## src/rtl/snake_pkg.sv

```systemverilog
// Shared encodings for the snake datapath: directions, game states and IR command codes.
// Direction ordering must match the movement logic's STATE_LEFT..STATE_UP.
package snake_pkg;

  typedef enum logic [1:0] {
    DIR_LEFT  = 2'd0,
    DIR_RIGHT = 2'd1,
    DIR_DOWN  = 2'd2,
    DIR_UP    = 2'd3
  } dir_e;

  typedef enum logic [1:0] {
    StIdle  = 2'd0,
    StRun   = 2'd1,
    StPause = 2'd2,
    StOver  = 2'd3
  } game_state_e;

  localparam logic [7:0] IrLeft  = 8'h44;
  localparam logic [7:0] IrRight = 8'h43;
  localparam logic [7:0] IrUp    = 8'h46;
  localparam logic [7:0] IrDown  = 8'h15;

  // Opposite pairs differ only in bit 0 (LEFT/RIGHT, DOWN/UP).
  function automatic dir_e dir_opposite(dir_e d);
    return dir_e'({d[1], ~d[0]});
  endfunction

endpackage

```

## src/rtl/snake_turn_fifo.sv

```systemverilog
// Two-entry turn queue; head is entry 0, tail is the most recently pushed entry.
module snake_turn_fifo
  import snake_pkg::*;
(
  input  logic       clk_i,
  input  logic       rst_ni,
  input  logic       flush_i,
  input  logic       push_i,
  input  logic       pop_i,
  input  dir_e       data_i,
  output dir_e       head_o,
  output dir_e       tail_o,
  output logic [1:0] count_o
);

  dir_e       mem_q [2];
  dir_e       mem_d [2];
  logic [1:0] count_q, count_d;
  logic       do_pop, do_push;

  always_comb begin
    mem_d[0] = mem_q[0];
    mem_d[1] = mem_q[1];
    count_d  = count_q;
    do_pop   = pop_i && (count_q != 2'd0);
    // A full queue still accepts a push when an entry leaves in the same cycle.
    do_push  = push_i && ((count_q != 2'd2) || do_pop);
    if (flush_i) begin
      count_d = 2'd0;
    end else if (do_pop && do_push) begin
      if (count_q == 2'd2) begin
        mem_d[0] = mem_q[1];
        mem_d[1] = data_i;
      end else begin
        mem_d[0] = data_i;
      end
    end else if (do_pop) begin
      mem_d[0] = mem_q[1];
      count_d  = count_q - 2'd1;
    end else if (do_push) begin
      if (count_q == 2'd0) begin
        mem_d[0] = data_i;
      end else begin
        mem_d[1] = data_i;
      end
      count_d = count_q + 2'd1;
    end
  end

  always_ff @(posedge clk_i or negedge rst_ni) begin
    if (!rst_ni) begin
      mem_q[0] <= DIR_RIGHT;
      mem_q[1] <= DIR_RIGHT;
      count_q  <= 2'd0;
    end else begin
      mem_q[0] <= mem_d[0];
      mem_q[1] <= mem_d[1];
      count_q  <= count_d;
    end
  end

  assign head_o  = mem_q[0];
  assign tail_o  = (count_q == 2'd2) ? mem_q[1] : mem_q[0];
  assign count_o = count_q;

endmodule

```

## src/rtl/snake_turn_scheduler.sv

```systemverilog
// Move tick, direction arbitration, turn queue and game-level sequencing for the snake.
// Define SNAKE_SPEEDUP_EN to make the move period shrink as food is eaten.
module snake_turn_scheduler
  import snake_pkg::*;
#(
  parameter int unsigned TICK_BASE = 12500000,
  parameter int unsigned TICK_STEP = 600000,
  parameter int unsigned TICK_MIN  = 3000000,
  parameter int unsigned MAX_LVL   = 15,
  parameter logic [7:0]  IR_PAUSE  = 8'h40
) (
  input  logic       vga_clk,
  input  logic       sys_rst_n,
  input  logic       key_up,
  input  logic       key_down,
  input  logic       key_left,
  input  logic       key_right,
  input  logic [7:0] ir_code,
  input  logic       ir_valid,
  input  logic       die_in,
  input  logic       eat_in,
  output logic       move_en,
  output logic [1:0] dir,
  output logic [1:0] game_state,
  output logic [3:0] speed_lvl,
  output logic [1:0] q_count
);

  game_state_e state_q, state_d;
  dir_e        dir_q, dir_d;
  logic [31:0] cnt_q, cnt_d;
  logic [31:0] period_q, period_d, period_calc;
  logic [3:0]  lvl_q, lvl_d;
  logic [3:0]  key_q, fall;
  logic        req_valid, ir_pause, wrap, push_ok;
  logic        fifo_push, fifo_pop, fifo_flush;
  dir_e        req_dir, ref_dir, fifo_head, fifo_tail;
  logic [1:0]  fifo_count;

`ifdef SNAKE_SPEEDUP_EN
  logic [31:0] reduce, base;
  always_comb begin
    reduce      = 32'(lvl_q) * TICK_STEP;
    base        = (TICK_BASE > reduce) ? (TICK_BASE - reduce) : 32'd0;
    period_calc = (base < TICK_MIN) ? TICK_MIN : base;
  end
`else
  logic [31:0] unused_cfg;
  assign unused_cfg  = TICK_STEP ^ TICK_MIN ^ MAX_LVL ^ {31'd0, eat_in};
  assign period_calc = TICK_BASE;
`endif

  // Key beats IR; among keys UP > DOWN > LEFT > RIGHT.
  always_comb begin
    fall      = key_q & ~{key_up, key_down, key_left, key_right};
    req_valid = 1'b1;
    req_dir   = DIR_RIGHT;
    if (fall[3]) begin
      req_dir = DIR_UP;
    end else if (fall[2]) begin
      req_dir = DIR_DOWN;
    end else if (fall[1]) begin
      req_dir = DIR_LEFT;
    end else if (fall[0]) begin
      req_dir = DIR_RIGHT;
    end else if (ir_valid) begin
      case (ir_code)
        IrLeft:  req_dir = DIR_LEFT;
        IrRight: req_dir = DIR_RIGHT;
        IrUp:    req_dir = DIR_UP;
        IrDown:  req_dir = DIR_DOWN;
        default: req_valid = 1'b0;
      endcase
    end else begin
      req_valid = 1'b0;
    end
  end

  assign ir_pause = ir_valid && (ir_code == IR_PAUSE);
  assign wrap     = (cnt_q == (period_q - 32'd1));
  assign ref_dir  = (fifo_count != 2'd0) ? fifo_tail : dir_q;
  assign push_ok  = req_valid && (req_dir != ref_dir) && (req_dir != dir_opposite(ref_dir));

  always_comb begin
    state_d    = state_q;
    dir_d      = dir_q;
    cnt_d      = cnt_q;
    period_d   = period_q;
    lvl_d      = lvl_q;
    fifo_push  = 1'b0;
    fifo_pop   = 1'b0;
    fifo_flush = 1'b0;
    move_en    = (state_q == StRun) && wrap;
    unique case (state_q)
      StIdle: begin
        if (req_valid) begin
          dir_d    = req_dir;
          cnt_d    = 32'd0;
          period_d = period_calc;
          state_d  = StRun;
        end
      end
      StRun: begin
        if (die_in) begin
          state_d = StOver;
        end else begin
          fifo_push = push_ok;
          if (wrap) begin
            // Period is re-latched only here so speed changes apply from the next period.
            cnt_d    = 32'd0;
            period_d = period_calc;
            if (fifo_count != 2'd0) begin
              fifo_pop = 1'b1;
              dir_d    = fifo_head;
            end
          end else if (!ir_pause) begin
            cnt_d = cnt_q + 32'd1;
          end
          if (ir_pause) begin
            state_d = StPause;
          end
`ifdef SNAKE_SPEEDUP_EN
          if (eat_in && (32'(lvl_q) < MAX_LVL)) begin
            lvl_d = lvl_q + 4'd1;
          end
`endif
        end
      end
      StPause: begin
        if (die_in) begin
          state_d = StOver;
        end else if (ir_pause) begin
          state_d = StRun;
        end
      end
      StOver: begin
        if (req_valid) begin
          state_d    = StIdle;
          lvl_d      = 4'd0;
          fifo_flush = 1'b1;
          dir_d      = DIR_RIGHT;
          cnt_d      = 32'd0;
          period_d   = TICK_BASE;
        end
      end
      default: state_d = StIdle;
    endcase
  end

  always_ff @(posedge vga_clk or negedge sys_rst_n) begin
    if (!sys_rst_n) begin
      state_q  <= StIdle;
      dir_q    <= DIR_RIGHT;
      cnt_q    <= 32'd0;
      period_q <= TICK_BASE;
      lvl_q    <= 4'd0;
      key_q    <= 4'hf;
    end else begin
      state_q  <= state_d;
      dir_q    <= dir_d;
      cnt_q    <= cnt_d;
      period_q <= period_d;
      lvl_q    <= lvl_d;
      key_q    <= {key_up, key_down, key_left, key_right};
    end
  end

  snake_turn_fifo u_turn_fifo (
    .clk_i   (vga_clk),
    .rst_ni  (sys_rst_n),
    .flush_i (fifo_flush),
    .push_i  (fifo_push),
    .pop_i   (fifo_pop),
    .data_i  (req_dir),
    .head_o  (fifo_head),
    .tail_o  (fifo_tail),
    .count_o (fifo_count)
  );

  assign dir        = dir_q;
  assign game_state = state_q;
  assign speed_lvl  = lvl_q;
  assign q_count    = fifo_count;

endmodule
```

## config.mk

```make
export PLATFORM = sky130hd
export DESIGN_NAME = snake_turn_scheduler
export DESIGN_NICKNAME = d
export VERILOG_FILES = /design/src/rtl/snake_pkg.sv /design/src/rtl/snake_turn_fifo.sv /design/src/rtl/snake_turn_scheduler.sv
export SDC_FILE = /design/constraint.sdc
export NUM_CORES = 1
export LEC_CHECK = 0
export BUFFER_PORTS_ARGS = -buffer_cell sky130_fd_sc_hd__clkbuf_2
export CAP_MARGIN = 20
export CORE_AREA = 5 5 78 80
export DETAILED_ROUTE_END_ITERATION = 12
export DIE_AREA = 0 0 83 85
export HOLD_SLACK_MARGIN = 0.03
export PLACE_DENSITY = 0.86
export SLEW_MARGIN = 20
export SYNTH_ARGS = -nofsm -noshare
export SYNTH_HDL_FRONTEND = slang
export SYNTH_HIERARCHICAL = 1
export SYNTH_SLANG_ARGS = --single-unit
```

## constraint.sdc

```tcl
create_clock -name vga_clk -period 3.8 [get_ports vga_clk]
set_input_delay 0.76 -clock vga_clk [delete_from_list [all_inputs] [get_ports vga_clk]]
set_output_delay 0.76 -clock vga_clk [all_outputs]
set_load 0.01 [all_outputs]
```

# Word-level counts from Yosys, hierarchy flattened
# Cells that the tools add are included.
[word_totals]
out_inout_bits = 11
reg_bits = 78
[classes]
n_bitwise = 4
muxes = 55
n_addsub = 4
reduce_logical = 26
eq_ne = 26
[op_table]
columns = ["cell", "count"]
rows = [
  ["two-way mux 32 bit", 7],
  ["one-hot mux 32 bit (2 select lines)", 2],
  ["two-way mux 2 bit", 27],
  ["adder 32 x 1 -> 32 bit, second input constant", 1],
  ["equality test 32 bit", 1],
  ["equality test 8 x 7 -> 1 bit, second input constant", 4],
  ["subtractor 32 x 1 -> 32 bit, second input constant", 1],
  ["inequality test 2 bit, second input constant", 9],
  ["two-way mux 1 bit", 14],
  ["one-hot mux 2 bit (3 select lines)", 2],
  ["AND reduction 4 bit", 3],
  ["nonzero test 3 bit", 4],
  ["inequality test 3 bit, second input constant", 3],
  ["equality test 8 x 5 -> 1 bit, second input constant", 1],
  ["two-way mux 4 bit", 2],
  ["one-hot mux 2 bit (4 select lines)", 1],
  ["logical AND 1 bit", 7],
  ["equality test 2 bit, second input constant", 3],
  ["AND reduction 6 bit", 1],
  ["nonzero test 2 bit", 3],
  ["AND reduction 5 bit", 1],
  ["bitwise AND 4 bit", 1],
  ["zero test 2 bit", 2],
  ["inequality test 2 x 1 -> 1 bit, second input constant", 2],
  ["11 further kinds", 13],
]

# Depth between registers and ports, before layout
[logic_depth]
depth_word = 17
depth_mapped = 10
mapped_depth_nobuf = 8

# Modules after synthesis
# Netlist, hierarchy kept.
[by_module_without_submodules]
columns = ["mod", "n_inst", "area_per_inst_um2", "seq_area_each_um2", "cells_each"]
rows = [
  ["snake_turn_scheduler", 1, 2615.0, 1007.2, 292],
  ["snake_turn_fifo", 1, 459.2, 152.6, 46],
]

# Worst setup path after synthesis
# OpenSTA, ideal clock, no wires.
[synth_path]
path_type = "input to register"
start = "in ir_code[3]"
end = "reg u_turn_fifo/mem_q[1] (netlist bit)"
t_arrival_ns = 2.780
setup_time_ns = 0.125
path_stages = 9
setup_slack_ns = 0.895
path_buffers = 1
t_required_ns = 3.675
cell_sequence = "nor4b_2 > nand2_1 > o41ai_1 > xor2_1 > nor3_1 > buf_2 > nand2b_1 > a21oi_2 > mux2_2"
[synth_via]
elab_chain_cells = 16
word_cells_on_any_way = 38
[synth_rtl]
columns = ["element", "line_no", "source"]
rows = [
  ["start: declaration", "snake_turn_scheduler.sv:18", "input logic [7:0] ir_code,"],
  ["equality test 8 x 5 -> 1 bit or equality test 8 x 7 -> 1 bit (tied branches)", "snake_turn_scheduler.sv:67", "case (ir_code)"],
  ["one-hot mux 2 bit (3 select lines) (*)", "snake_turn_scheduler.sv:67", ""],
  ["two-way mux 2 bit (*)", "snake_turn_scheduler.sv:66", "end else if (ir_valid) begin"],
  ["two-way mux 2 bit (*)", "snake_turn_scheduler.sv:64", "end else if (fall[0]) begin"],
  ["two-way mux 2 bit (*)", "snake_turn_scheduler.sv:62", "end else if (fall[1]) begin"],
  ["two-way mux 2 bit (*)", "snake_turn_scheduler.sv:60", "end else if (fall[2]) begin"],
  ["two-way mux 2 bit (*)", "snake_turn_scheduler.sv:58", "if (fall[3]) begin"],
  ["net req_dir[1]", "snake_turn_scheduler.sv:37", "dir_e req_dir, ref_dir, fifo_head, fifo_tail;"],
  ["[2 not listed]", "-", ""],
  ["logical AND 1 bit (*)", "snake_turn_scheduler.sv:82", "assign push_ok = req_valid && (req_dir != ref_dir) && (req_dir != dir_opposite(ref_dir));"],
  ["two-way mux 1 bit (*)", "snake_turn_scheduler.sv:104", "if (die_in) begin"],
  ["two-way mux 1 bit (*)", "snake_turn_scheduler.sv:94", "unique case (state_q)"],
  ["net fifo_push", "snake_turn_scheduler.sv:36", "logic fifo_push, fifo_pop, fifo_flush;"],
  ["logical AND 1 bit (*)", "snake_turn_fifo.sv:27", "do_push = push_i && ((count_q != 2'd2) || do_pop);"],
  ["logical AND 1 bit", "snake_turn_fifo.sv:30", "end else if (do_pop && do_push) begin"],
  ["inequality test 2 bit (no source line) (tied with other cells)", "-", ""],
  ["AND reduction 5 bit (no source line)", "-", ""],
  ["end: declaration", "snake_turn_fifo.sv:16", "dir_e mem_q [2];"],
]
# The timed path passes the listed nets; every way through them passes the cells marked *. The select of a mux whose other input is x is not followed.
# A chain may end at the register's enable or synchronous reset.

# Final worst setup path
[layout_path]
start = "reg cnt_q[26]"
end = "out move_en"
[layout_via]
elab_chain_cells = 2
[layout_rtl]
columns = ["element", "line_no", "source"]
rows = [
  ["start: declaration", "snake_turn_scheduler.sv:31", "logic [31:0] cnt_q, cnt_d;"],
  ["start signal: assignment", "snake_turn_scheduler.sv:161", "cnt_q <= cnt_d;"],
  ["equality test 32 bit", "snake_turn_scheduler.sv:80", "assign wrap = (cnt_q == (period_q - 32'd1));"],
  ["logical AND 1 bit", "snake_turn_scheduler.sv:93", "move_en = (state_q == StRun) && wrap;"],
  ["end: declaration", "snake_turn_scheduler.sv:22", "output logic move_en,"],
]
# Every way passes these cells.

==> run summary <==
Metal2 WL: 3.556 mm
DR vias: 2833
Critical Path End Type: primary output
Global-route wire length before repair: 11.85 mm
WP buf/inv: 1
Min-Delay Path Class: reg2reg
Vias in the first global route: 2565
Input/output buffers: 22
Crit path launch: cnt_q[26]$_DFFE_PN0P_
Post-route DRC: 0
Delay-heaviest family, CP: simple AND/OR/NAND/NOR gates
Leakage power: 1.362 nW
Fin nets: 377
Final-report hold violation count: 0
Worst EP required: 3.04 ns
Max FO, Critical Path: 6
Final setup fails: 0
Post-Place Cells: 419
Htree depth: 2
Core area: 5338 sq um
Initial DRC Count: 281
Die area: 7055 sq um
Routed wire length: 7.095 mm
Layout area overhead: 7.966%
Die span in x: 83 um
CTS Buf Count: 5
Setup CP Type: reg2out
Total iterations of the first detailed-routing run: 6
DR top layer: met4
Fill cell count: 474
Clk slew on worst S/H paths: 0.08 ns
CP max stage delay: 0.61 ns
Vias per cell: 6.635
Maximum vdd drop: 0.4228 mV
CTS-repair resized insts: 0
DP HPWL: 5.060 mm
Setup Skew: 0.009574 ns
Worst path slowest cell: or4b_1
Final Max Tran Viols: 0
Pwr per Cell Area: 562.7 nW/um^2
Final cell count without fillers: 427
Max Cap Viol: 0
Largest net degree at the start of global routing: 35
Crit-path cells: or4b_1 -> nor4_1 -> nand3_1 -> nor2_1 -> clkbuf_2
Mapped Area: 3063 sq um
Rows: 27
Total GRT Usage: 19.97%
Yosys warns: 6
RR Startpoint: cnt_q[26]$_DFFE_PN0P_
Final GP Congestion: 0.9183
# hold bufs at CTS: 0
# diodes: 0
Chip Height: 85 um
Met3 routed WL: 361 um
Normalized max-slew margin: 38.96%
Root Driver: clkbuf_8
Antenna Nets Post-Route: 0
Syn Area/Cell: 9.089 sq um
Fmax: 326.7 MHz
HP Start: cnt_q[31]$_DFFE_PN0P_
Total global routing overflow: 0
Post-layout minimum cycle time: 3.061 ns
Status: finished, final reports clean
Initial antenna violation count: 0
Sum Neg Setup Slack: 0 ns
Io pins: 28
Critical Path AT: 2.30 ns
Share of post-route cells with drive strength above 1: 20.00%
Initial Utilization: 57.38%
RSZ-0062 raised after global routing: false
Fraction of the cycle the final worst path needs: 80.56%
Crit path launch type: register
CTS tree: built
Number of setup buffers added after CTS: 0
Wl on met1: 3.090 mm
Worst Tran Pin Value: 0.9156 ns
Skew-Pair Late Insertion Delay: 0.30 ns
Drt wl/cell: 16.62 um
Cells after Synth: 337
CTS sink count: 46
Bufs on Longest Clock Path: 2
metal layers:
layer / vias up / track usage (%)
met4: 0 / 6.092
li1: 1337 / -
met3: 12 / 3.398
met2: 107 / 34.11
met5: - / 0
met1: 1377 / 25.97
layout make-up:
| type | count | area, sq um | share of cell area, % |
|---|---|---|---|
| Clock inverter | 1 | 5.005 | 0.1513 |
| Multi-Input combinational cell | 263 | 1757 | 53.12 |
| Inverter | 9 | 33.78 | 1.022 |
| Tap cell | 72 | 90.09 | 2.724 |
| Clock buffer | 7 | 86.33 | 2.611 |
| Timing Repair Buffer | 29 | 175.2 | 5.297 |
| Sequential cell | 46 | 1160 | 35.07 |
worst reg2reg max path, stage by stage (launching register included):
cell and delay [ns]:
dfrtp_1 0.44, or4b_1 0.61, nor4_1 0.47, nand3_1 0.17, nor3_1 0.22, buf_4 0.18
nand3b_1 0.10, a21oi_2 0.18, mux2_2 0.35
flip-flops by register name, indices dropped and copies added, names as in the netlist:
name                 cells
key_q                    4
u_turn_fifo/head_o       2
dir                      2
u_turn_fifo/mem_q        2
u_turn_fifo/count_o      2
cnt_q                   32
game_state               2
final timing paths:
kind / end / slack [ns] / cells after the start
max: move_en / 0.74 / 5
min: cnt_q[31]$_DFFE_PN0P_ / 0.49 / 1
max reg2reg: u_turn_fifo/mem_q[1]$_DFFE_PN0P_ / 0.97 / 8
min reg2reg: cnt_q[31]$_DFFE_PN0P_ / 0.49 / 1
max in group asynchronous: cnt_q[14]$_DFFE_PN0P_ / 2.55 / 2
min in group asynchronous: cnt_q[6]$_DFFE_PN0P_ / 0.54 / 1
power by group:
part	total [mW]	internal [mW]	switching [mW]	leakage, nW
Clock	0.310	0.147	0.163	0.0482
Combinational	0.919	0.345	0.574	0.706
Sequential	0.631	0.561	0.0700	0.608
Total	1.86	1.05	0.807	1.36
cells in the final DEF, fill, tap and decap left out, types with 3 or more instances in the layout:
cell       n
conb_1     4
a22o_1     4
nor4_1     4
nor2b_1    8
or4_1      3
clkbuf_8   6
clkbuf_2  22
nand2b_1   5
a41oi_1    9
a31oi_1   34
inv_1      8
nor3b_1    3
nand4_1    7
ha_1       6
nand3_1   15
or3_1      4
o41ai_1    3
a21o_1     3
mux2_2     7
a21oi_1   21
nor2_1    18
dfrtp_1   39
a211oi_1   3
nor3_1     7
dfstp_2    7
a21bo_2    4
o21ai_0   16
nand2_1   29
buf_4      6
and3_1     5
per-stage QoR:
step	setup WS, ns	area [sq um]	hold slack [ns]	util, %	total power, mW
detailed placement	0.6618	3209	0.4752	60.13	1.527
CTS	0.6813	3301	0.4888	61.84	1.843
finish	0.7388	3307	0.4922	61.96	1.861
global route	0.5147	3307	0.5032	61.96	1.994
global placement	0.6851	3209	0.4679	60.13	1.493
floorplan	0.8952	3074	0.4441	-	1.317
No activity file was read; power rests on OpenSTA's default activity.
